$ cat config.mk
export PLATFORM = sky130hd
export DESIGN_NAME = vga_timing
export DESIGN_NICKNAME = d
export VERILOG_FILES = /design/src/rtl/vga_pkg.sv /design/src/rtl/sync_delay.sv /design/src/rtl/vga_timing.sv
export SDC_FILE = /design/constraint.sdc
export NUM_CORES = 1
export LEC_CHECK = 0
export ABC_AREA = 1
export BUFFER_PORTS_ARGS = -buffer_cell sky130_fd_sc_hd__buf_2
export CORE_ASPECT_RATIO = 0.6
export CORE_MARGIN = 1
export CORE_UTILIZATION = 40
export DETAILED_ROUTE_END_ITERATION = 10
export PLACE_DENSITY = 0.7
export RECOVER_POWER = 25
export SETUP_SLACK_MARGIN = 0.02
export SYNTH_ARGS = -nofsm -noshare
export SYNTH_HDL_FRONTEND = slang
export SYNTH_SLANG_ARGS = --single-unit
$ cat constraint.sdc
create_clock -name clk -period 2 [get_ports clk]
set_clock_uncertainty 0.15 [all_clocks]
set_input_delay 0.4 -clock clk [delete_from_list [all_inputs] [get_ports clk]]
set_output_delay 0.4 -clock clk [all_outputs]
set_load 0.02 [all_outputs]
$ cat src/rtl/vga_pkg.sv
// Shared 640x480@60 raster constants and coordinate widths.
package vga_pkg;

    localparam int H_ACTIVE = 640;
    localparam int H_FP     = 16;
    localparam int H_SYNC   = 96;
    localparam int H_BP     = 48;
    localparam int V_ACTIVE = 480;
    localparam int V_FP     = 10;
    localparam int V_SYNC   = 2;
    localparam int V_BP     = 33;

    localparam int H_TOTAL  = H_ACTIVE + H_FP + H_SYNC + H_BP;
    localparam int V_TOTAL  = V_ACTIVE + V_FP + V_SYNC + V_BP;
    localparam int HS_START = H_ACTIVE + H_FP;
    localparam int HS_END   = HS_START + H_SYNC - 1;
    localparam int VS_START = V_ACTIVE + V_FP;
    localparam int VS_END   = VS_START + V_SYNC - 1;

    localparam int ROW_W = 9;
    localparam int COL_W = 10;
    localparam int CNT_W = 10;

endpackage

$ cat src/rtl/sync_delay.sv
// Enable-gated shift register with per-bit synchronous reset value.
// DEPTH=0 degenerates to a wire.
module sync_delay #(
    parameter int                DEPTH   = 1,
    parameter int                WIDTH   = 1,
    parameter logic [WIDTH-1:0]  RST_VAL = '0
) (
    input  logic             clk,
    input  logic             reset,
    input  logic             en_i,
    input  logic [WIDTH-1:0] d_i,
    output logic [WIDTH-1:0] q_o
);

    generate
        if (DEPTH == 0) begin : g_bypass
            logic unused_ctrl;
            assign unused_ctrl = ^{clk, reset, en_i};
            assign q_o = d_i;
        end else begin : g_pipe
            logic [WIDTH-1:0] stage_q [DEPTH];

            always_ff @(posedge clk) begin
                if (reset) begin
                    for (int i = 0; i < DEPTH; i++) begin
                        stage_q[i] <= RST_VAL;
                    end
                end else if (en_i) begin
                    stage_q[0] <= d_i;
                    for (int i = 1; i < DEPTH; i++) begin
                        stage_q[i] <= stage_q[i-1];
                    end
                end
            end

            assign q_o = stage_q[DEPTH-1];
        end
    endgenerate

endmodule

$ cat src/rtl/vga_timing.sv
// Raster counters for the VGA path: row/col for the overlay, pipelined de/syncs,
// and a value snapshot taken when pixel (0,0) is presented.
module vga_timing
    import vga_pkg::ROW_W, vga_pkg::COL_W, vga_pkg::CNT_W;
#(
    parameter int H_ACTIVE = vga_pkg::H_ACTIVE,
    parameter int H_FP     = vga_pkg::H_FP,
    parameter int H_SYNC   = vga_pkg::H_SYNC,
    parameter int H_BP     = vga_pkg::H_BP,
    parameter int V_ACTIVE = vga_pkg::V_ACTIVE,
    parameter int V_FP     = vga_pkg::V_FP,
    parameter int V_SYNC   = vga_pkg::V_SYNC,
    parameter int V_BP     = vga_pkg::V_BP,
    parameter int PIPE     = 1,
    parameter int DATA_W   = 16
) (
    input  logic              clk,
    input  logic              reset,
    input  logic              pix_en,
    input  logic [DATA_W-1:0] value,
    output logic [ROW_W-1:0]  curRow,
    output logic [COL_W-1:0]  curCol,
    output logic              active,
    output logic              de,
    output logic              hsync_n,
    output logic              vsync_n,
    output logic              frame_start,
    output logic [DATA_W-1:0] value_frame
);

    localparam logic [CNT_W-1:0] H_ACT_C    = CNT_W'(H_ACTIVE);
    localparam logic [CNT_W-1:0] V_ACT_C    = CNT_W'(V_ACTIVE);
    localparam logic [CNT_W-1:0] H_LAST_C   = CNT_W'(H_ACTIVE + H_FP + H_SYNC + H_BP - 1);
    localparam logic [CNT_W-1:0] V_LAST_C   = CNT_W'(V_ACTIVE + V_FP + V_SYNC + V_BP - 1);
    localparam logic [CNT_W-1:0] HS_START_C = CNT_W'(H_ACTIVE + H_FP);
    localparam logic [CNT_W-1:0] HS_END_C   = CNT_W'(H_ACTIVE + H_FP + H_SYNC - 1);
    localparam logic [CNT_W-1:0] VS_START_C = CNT_W'(V_ACTIVE + V_FP);
    localparam logic [CNT_W-1:0] VS_END_C   = CNT_W'(V_ACTIVE + V_FP + V_SYNC - 1);

    logic [CNT_W-1:0]  h_q, h_d, v_q, v_d;
    logic [ROW_W-1:0]  row_q, row_d;
    logic [COL_W-1:0]  col_q, col_d;
    logic              act_q, act_d;
    logic              hs_q, hs_d, vs_q, vs_d;
    logic              fs_q, fs_d;
    logic [DATA_W-1:0] vf_q, vf_d;

    always_comb begin
        h_d   = h_q;
        v_d   = v_q;
        row_d = row_q;
        col_d = col_q;
        act_d = act_q;
        hs_d  = hs_q;
        vs_d  = vs_q;
        fs_d  = 1'b0;
        vf_d  = vf_q;
        if (pix_en) begin
            act_d = (h_q < H_ACT_C) && (v_q < V_ACT_C);
            row_d = act_d ? v_q[ROW_W-1:0] : '0;
            col_d = act_d ? h_q[COL_W-1:0] : '0;
            hs_d  = !((h_q >= HS_START_C) && (h_q <= HS_END_C));
            vs_d  = !((v_q >= VS_START_C) && (v_q <= VS_END_C));
            fs_d  = (h_q == '0) && (v_q == '0);
            // Snapshot only at frame origin so the overlay never sees a torn value.
            if (fs_d) begin
                vf_d = value;
            end
            if (h_q == H_LAST_C) begin
                h_d = '0;
                v_d = (v_q == V_LAST_C) ? '0 : v_q + 1'b1;
            end else begin
                h_d = h_q + 1'b1;
            end
        end
    end

    always_ff @(posedge clk) begin
        if (reset) begin
            h_q   <= '0;
            v_q   <= '0;
            row_q <= '0;
            col_q <= '0;
            act_q <= 1'b0;
            hs_q  <= 1'b1;
            vs_q  <= 1'b1;
            fs_q  <= 1'b0;
            vf_q  <= '0;
        end else begin
            h_q   <= h_d;
            v_q   <= v_d;
            row_q <= row_d;
            col_q <= col_d;
            act_q <= act_d;
            hs_q  <= hs_d;
            vs_q  <= vs_d;
            fs_q  <= fs_d;
            vf_q  <= vf_d;
        end
    end

    // Delay matches the overlay's registered pixel path.
    sync_delay #(
        .DEPTH   (PIPE),
        .WIDTH   (3),
        .RST_VAL (3'b011)
    ) u_sync_delay (
        .clk   (clk),
        .reset (reset),
        .en_i  (pix_en),
        .d_i   ({act_q, hs_q, vs_q}),
        .q_o   ({de, hsync_n, vsync_n})
    );

    assign curRow      = row_q;
    assign curCol      = col_q;
    assign active      = act_q;
    assign frame_start = fs_q;
    assign value_frame = vf_q;

endmodule

-- Yosys cells after proc, flatten, opt, wreduce, memory -nomap -nowiden
Memories as Yosys holds them, arrays and structs flattened.
Cells that the tools add are included.
- register bits after elaboration: 59
- memory bits (writable): 3
- bits of input ports: 19
- output and inout bits: 40
- word-level logic and storage cells: 44
- memories: 1
- memory list (name ; depth ; width ; rd ports ; clocked after memory_dff ; wr ports ; RTL line ; source):
    u_sync_delay.g_pipe.stage_q ; 1 ; 3 ; 1 ; 0 ; 1 ; sync_delay.sv:21 ; logic [WIDTH-1:0] stage_q [DEPTH];
- add/subtract/negate cells: 2
- magnitude comparators: 6
- equal/unequal tests: 2
- mux-type cells: 11
- bitwise gates (word level): 1
- reduce and logical (&&, ||, !) cells: 12
- operator list (operator ; count):
    $mux 10 ; 3
    $add 10x1->10 const B ; 2
    $eq 10x10->1 const B ; 2
    $logic_not 10->1 ; 2
    $ge 10x10->1 const B ; 1
    $ge 10x9->1 const B ; 1
    $le 10x10->1 const B ; 1
    $le 10x9->1 const B ; 1
    $lt 10x10->1 const B ; 1
    $lt 10x9->1 const B ; 1
    $mux 9 ; 1
    $mux 1 ; 6
    $logic_and 1x1->1 ; 4
    $reduce_and 2->1 ; 2
    $mux 3 ; 1
    $reduce_or 3->1 ; 1
    $logic_not 1->1 ; 2
    $reduce_or 2->1 ; 1
    $not 1->1 ; 1

-- Depth between registers and ports, before layout
- word-level depth: 5
- mapped depth: 9
- depth with buffers taken out: 9

-- Modules after synthesis
A second synthesis with hierarchy kept.
- cell total of the unflattened synthesis: 414
- area, all modules: 2852.7 sq um
- by module, submodules not included (module ; instances ; cells each ; area an instance (sq um) ; sequential area each (sq um)):
    vga_timing ; 1 ; 400 ; 2718.9 ; 1181.1
    sync_delay ; 1 ; 14 ; 133.9 ; 90.1

-- Least setup slack after synthesis
No wires, ideal clock.
- path kind: flip-flop to flip-flop
- start: reg v_q[0]
- end: reg vf_q[10] (netlist: value_frame[10])
- setup time: 0.113 ns
- arrival time: 1.213 ns
- required time: 1.737 ns
- path slack: 0.524 ns
- stages on the path, launching flop included: 9
- buffers on the path: 1
- clock period less this slack: 1.476 ns
- cells stage by stage: dfxtp_1 -> inv_1 -> ha_1 -> nand3_1 -> nor2_1 -> nand3_4 -> buf_2 -> nor2_1 -> nor2_1
- longest elaborated chain between the ends: 3
- RTL lines (what ; RTL line ; source):
    start, declared ; vga_timing.sv:40 ; logic [CNT_W-1:0] h_q, h_d, v_q, v_d;
    start signal, assigned ; vga_timing.sv:91 ; v_q <= v_d;
    $logic_not 10->1 ; vga_timing.sv:64 ; fs_d = (h_q == '0) && (v_q == '0);
    $logic_and 1x1->1 ; vga_timing.sv:64 ;
    $reduce_and 2->1 (no source line) ; n/a ;
    end signal, assigned ; vga_timing.sv:98 ; vf_q <= vf_d;
    end, declared ; vga_timing.sv:46 ; logic [DATA_W-1:0] vf_q, vf_d;
No other way between the ends.
A chain may end at the register's enable or synchronous reset.

-- Worst setup path in the final report
- start: reg v_q[5]
- end: reg v_q[9]
- longest elaborated chain between the ends: 2
- elaborated cells between the ends (all ways): 3
- those cells by class: add/sub (1); eq/ne (1); mux (1)
- RTL lines (what ; RTL line ; source):
    $add 10x1->10 / $eq 10x10->1 (equally long branches) ; vga_timing.sv:71 ; v_d = (v_q == V_LAST_C) ? '0 : v_q + 1'b1;
    $mux 10 (*) ; vga_timing.sv:71 ;
Mark *: on every way between the ends. The rest lies on a longest branch, timed or not.

==> metrics <==
Tightest Pin Transition 0.641 ns; syn_area_per_cell 7.43 um^2; worst-case clock buffer depth 2; Crit-path slowest cell nor3_2; final-report setup violation count 0; CP endpoint kind flip-flop; hpwl dp 5060 um; #FFs+latches synth 62; Slew Limit Fails 0; CORE AREA about 6800 um^2; ANT cells 0; Crit. Startpoint v_q[5]; sequential area share after synthesis 44.5%; GR Layer Usage met3 approximately 7%; Die X 111 um; area leader, netlist dfxtp_1; crit path DAT 1.95 ns; async set or reset register ratio after synthesis 0%; Placed Cells 522; Slew HR between 50% and 60%; clock power share 45.8%; Worst path max stage delay just under 0.5 ns; WL per Instance 13.0 um; FF-to-FF Start v_q[5]; gr ovfl total 0; most frequent CP cell nand2_1; share of total power in sequential cells about 44%; die height 67.5 um; Port Buf Inserts 58; EDFF count, synth 3; layout cell share with drive strength beyond 1 20.1%; failing checks design-rule violations; DRT antenna net count 0; Mapped Cells 385; Post-Syn Area around 2900 um^2; Iteration-0 DRC Markers 220; min cycle time layout 1.88 ns; post-synth top area share 41.3%; H-Tree Depth 3; DRC viols 8; CTS tree built; pwr dens roughly 860 nW/um^2; syn nets 408; critical path, cell by cell inv_2 > nand2_1 > nor3_2 > nand2_1 > nand2_1 > nand2_4 > nand2_1 > nor2_1; critical path peak fanout 6; Post-Layout Cell Count 540; Hold Path Cell Cnt 3; synth warn 0; hold_sp value[13]; GP Congestion 0.899; global-route wire length before repair 10800 um; row cnt 23; gr usage total 19.3%; period utilisation layout 93.9%; Starting Density 42.1%; Max VDD drop 0.466 mV; Hold Path Class input port to flip-flop; FMAX 533 MHz; Final Hold Vio Count 0; met2 usage 24.9%; NetSw 741 uW; Reg clk slew, reported paths 0.05 ns; layout net count around 470; Logic pwr share 10.2%; IO Pins around 60; initial antenna violation count 0; Top delay family on crit path simple AND/OR/NAND/NOR gates; post-DR vias/cell ~4.8; Power Internal 2260 uW; GRT Max-Usage Layer met1; R2R Setup Slk 0.12 ns; WP data required 2.07 ns; Pleak roughly 0.0016 uW; pin count of the biggest net entering global routing 34; CP bufs+invs 1; Synth cell types 32; Clock Sinks just over 60; final WL about 7000 um; area grow syn2layout 21.4%; max-cap violations 0; CTS buffer count 9; Clock Latency Late Sink 0.33 ns; vias in the first global route 2206; Pre-Repair DR Iteration Count 8; Hold Path End value_frame[13]; R2R cell count 8; WHS roughly 0.14 ns; Net Sw Frac 24.7%; worst setup path class flip-flop to flip-flop; status finished with violations; clk root buf clkbuf_16; dominant cells by area after synthesis dfxtp_1, nand2_1, nor2_1; Vias 2609; met1 usage 27.6%; Main synth FF type dfxtp_1; Worst setup SP type flip-flop; RSZ-0062 raised after global routing true; die area 7500 um^2; Reg-to-Reg End v_q[9]
==> kinds of logic after synthesis <==
family	Yosys count	synth area share, %
flip-flops	62	44.5
adder cells (fa/ha/maj)	4	1.75
AO/OA/AOI/OAI	34	7.61
buffers and inverters	65	9.76
AND/OR/NAND/NOR	217	35.5
XOR/XNOR	3	0.919
==> layout by cell type, fill, tap and decap left out, drive strengths merged <==
master | Yosys | routed
nand4 | 4 | 4
o211ai | 1 | 1
o22ai | 1 | 1
nand3 | 40 | 42
nor3 | 9 | 9
clkbuf | 2 | 36
xor2 | 3 | 3
or2 | 1 | 1
o21ai | 25 | 25
inv | 54 | 54
a21oi | 5 | 5
nor2 | 74 | 74
a31oi | 1 | 1
o211a | 1 | 1
ha | 4 | 4
clkinv | 0 | 1
edfxtp | 3 | 3
buf | 9 | 40
nand2 | 89 | 89
dfxtp | 59 | 59
==> worst max path at each step <==
stage / to / cells past startpoint / slack, ns
2_1_floorplan: value_frame[10] / 8 / 0.52
3_3_place_gp: value_frame[8] / 7 / 0.23
3_5_place_dp: value_frame[1] / 7 / 0.22
4_1_cts: value_frame[3] / 7 / 0.17
5_1_grt: value_frame[9] / 7 / -0.005
6_report: v_q[9] / 8 / 0.12
==> synth_stat cells (5+ instances only) <==
| master | instances |
|---|---|
| buf_2 | 5 |
| dfxtp_1 | 59 |
| nand2_1 | 83 |
| nand3_1 | 35 |
| o21ai_2 | 10 |
| nor3_1 | 5 |
| a21oi_1 | 5 |
| inv_2 | 6 |
| inv_1 | 47 |
| o21ai_0 | 15 |
| nor2_1 | 69 |
==> state kept, by name, summed over array words and instances, names as in the netlist <==
register / count
hs_q: 1
value_frame: 16
h_q: 10
curRow: 9
frame_start: 1
v_q: 10
active: 1
curCol: 10
u_sync_delay.g_pipe.stage_q: 3
vs_q: 1
==> final cells by class <==
cell class	count	area, um^2
tap	87	109
inverter	54	205
timing repair buffer	61	285
sequential	62	1270
clock buffer	15	258
clock inverter	1	5.00
multi-input combinational	260	1340
fill	684	3320
==> metal layers <==
layer  routed length, um  up-vias
met4                  89        0
li1                    -     1337
met3                 638        8
met2                2690      102
met1                3620     1162
met5                   0        -
==> per-stage QoR <==
step / utilization [%] / worst slack, ns / total power, uW / instance area, um^2 / TNS [ns]
global route: 51.1 / -0.00501 / 3120 / 3470 / -0.00792
global placement: 47.2 / 0.230 / 1640 / 3210 / 0
detailed placement: 47.2 / 0.219 / 1640 / 3210 / 0
CTS: 51.1 / 0.174 / 3020 / 3470 / 0
floorplan: - / 0.524 / 1560 / 2860 / 0
finish: 51.1 / 0.123 / 3000 / 3470 / 0
==> repair_timing <==
| action | in CTS | in global routing |
|---|---|---|
| endpoints found under the setup margin | 0 | 15 |
| buffers inserted | 0 | 0 |
| hold buffers | 0 | 0 |
| gates resized for setup | 0 | 2 |
==> worst min-delay path, cell delays in order <==
cell and delay, ns:
buf_2 0.07, nor2_1 0.03, nor2_1 0.08
==> power by group through the flow <==
stage / Combinational (uW) / Sequential, uW / Clock (uW)
floorplan: 164 / 1400 / 0
global route: 343 / 1330 / 1450
detailed placement: 299 / 1340 / 0
CTS: 301 / 1320 / 1400
finish: 307 / 1320 / 1370
global placement: 294 / 1340 / 0
(Power assumes the default switching activity.)
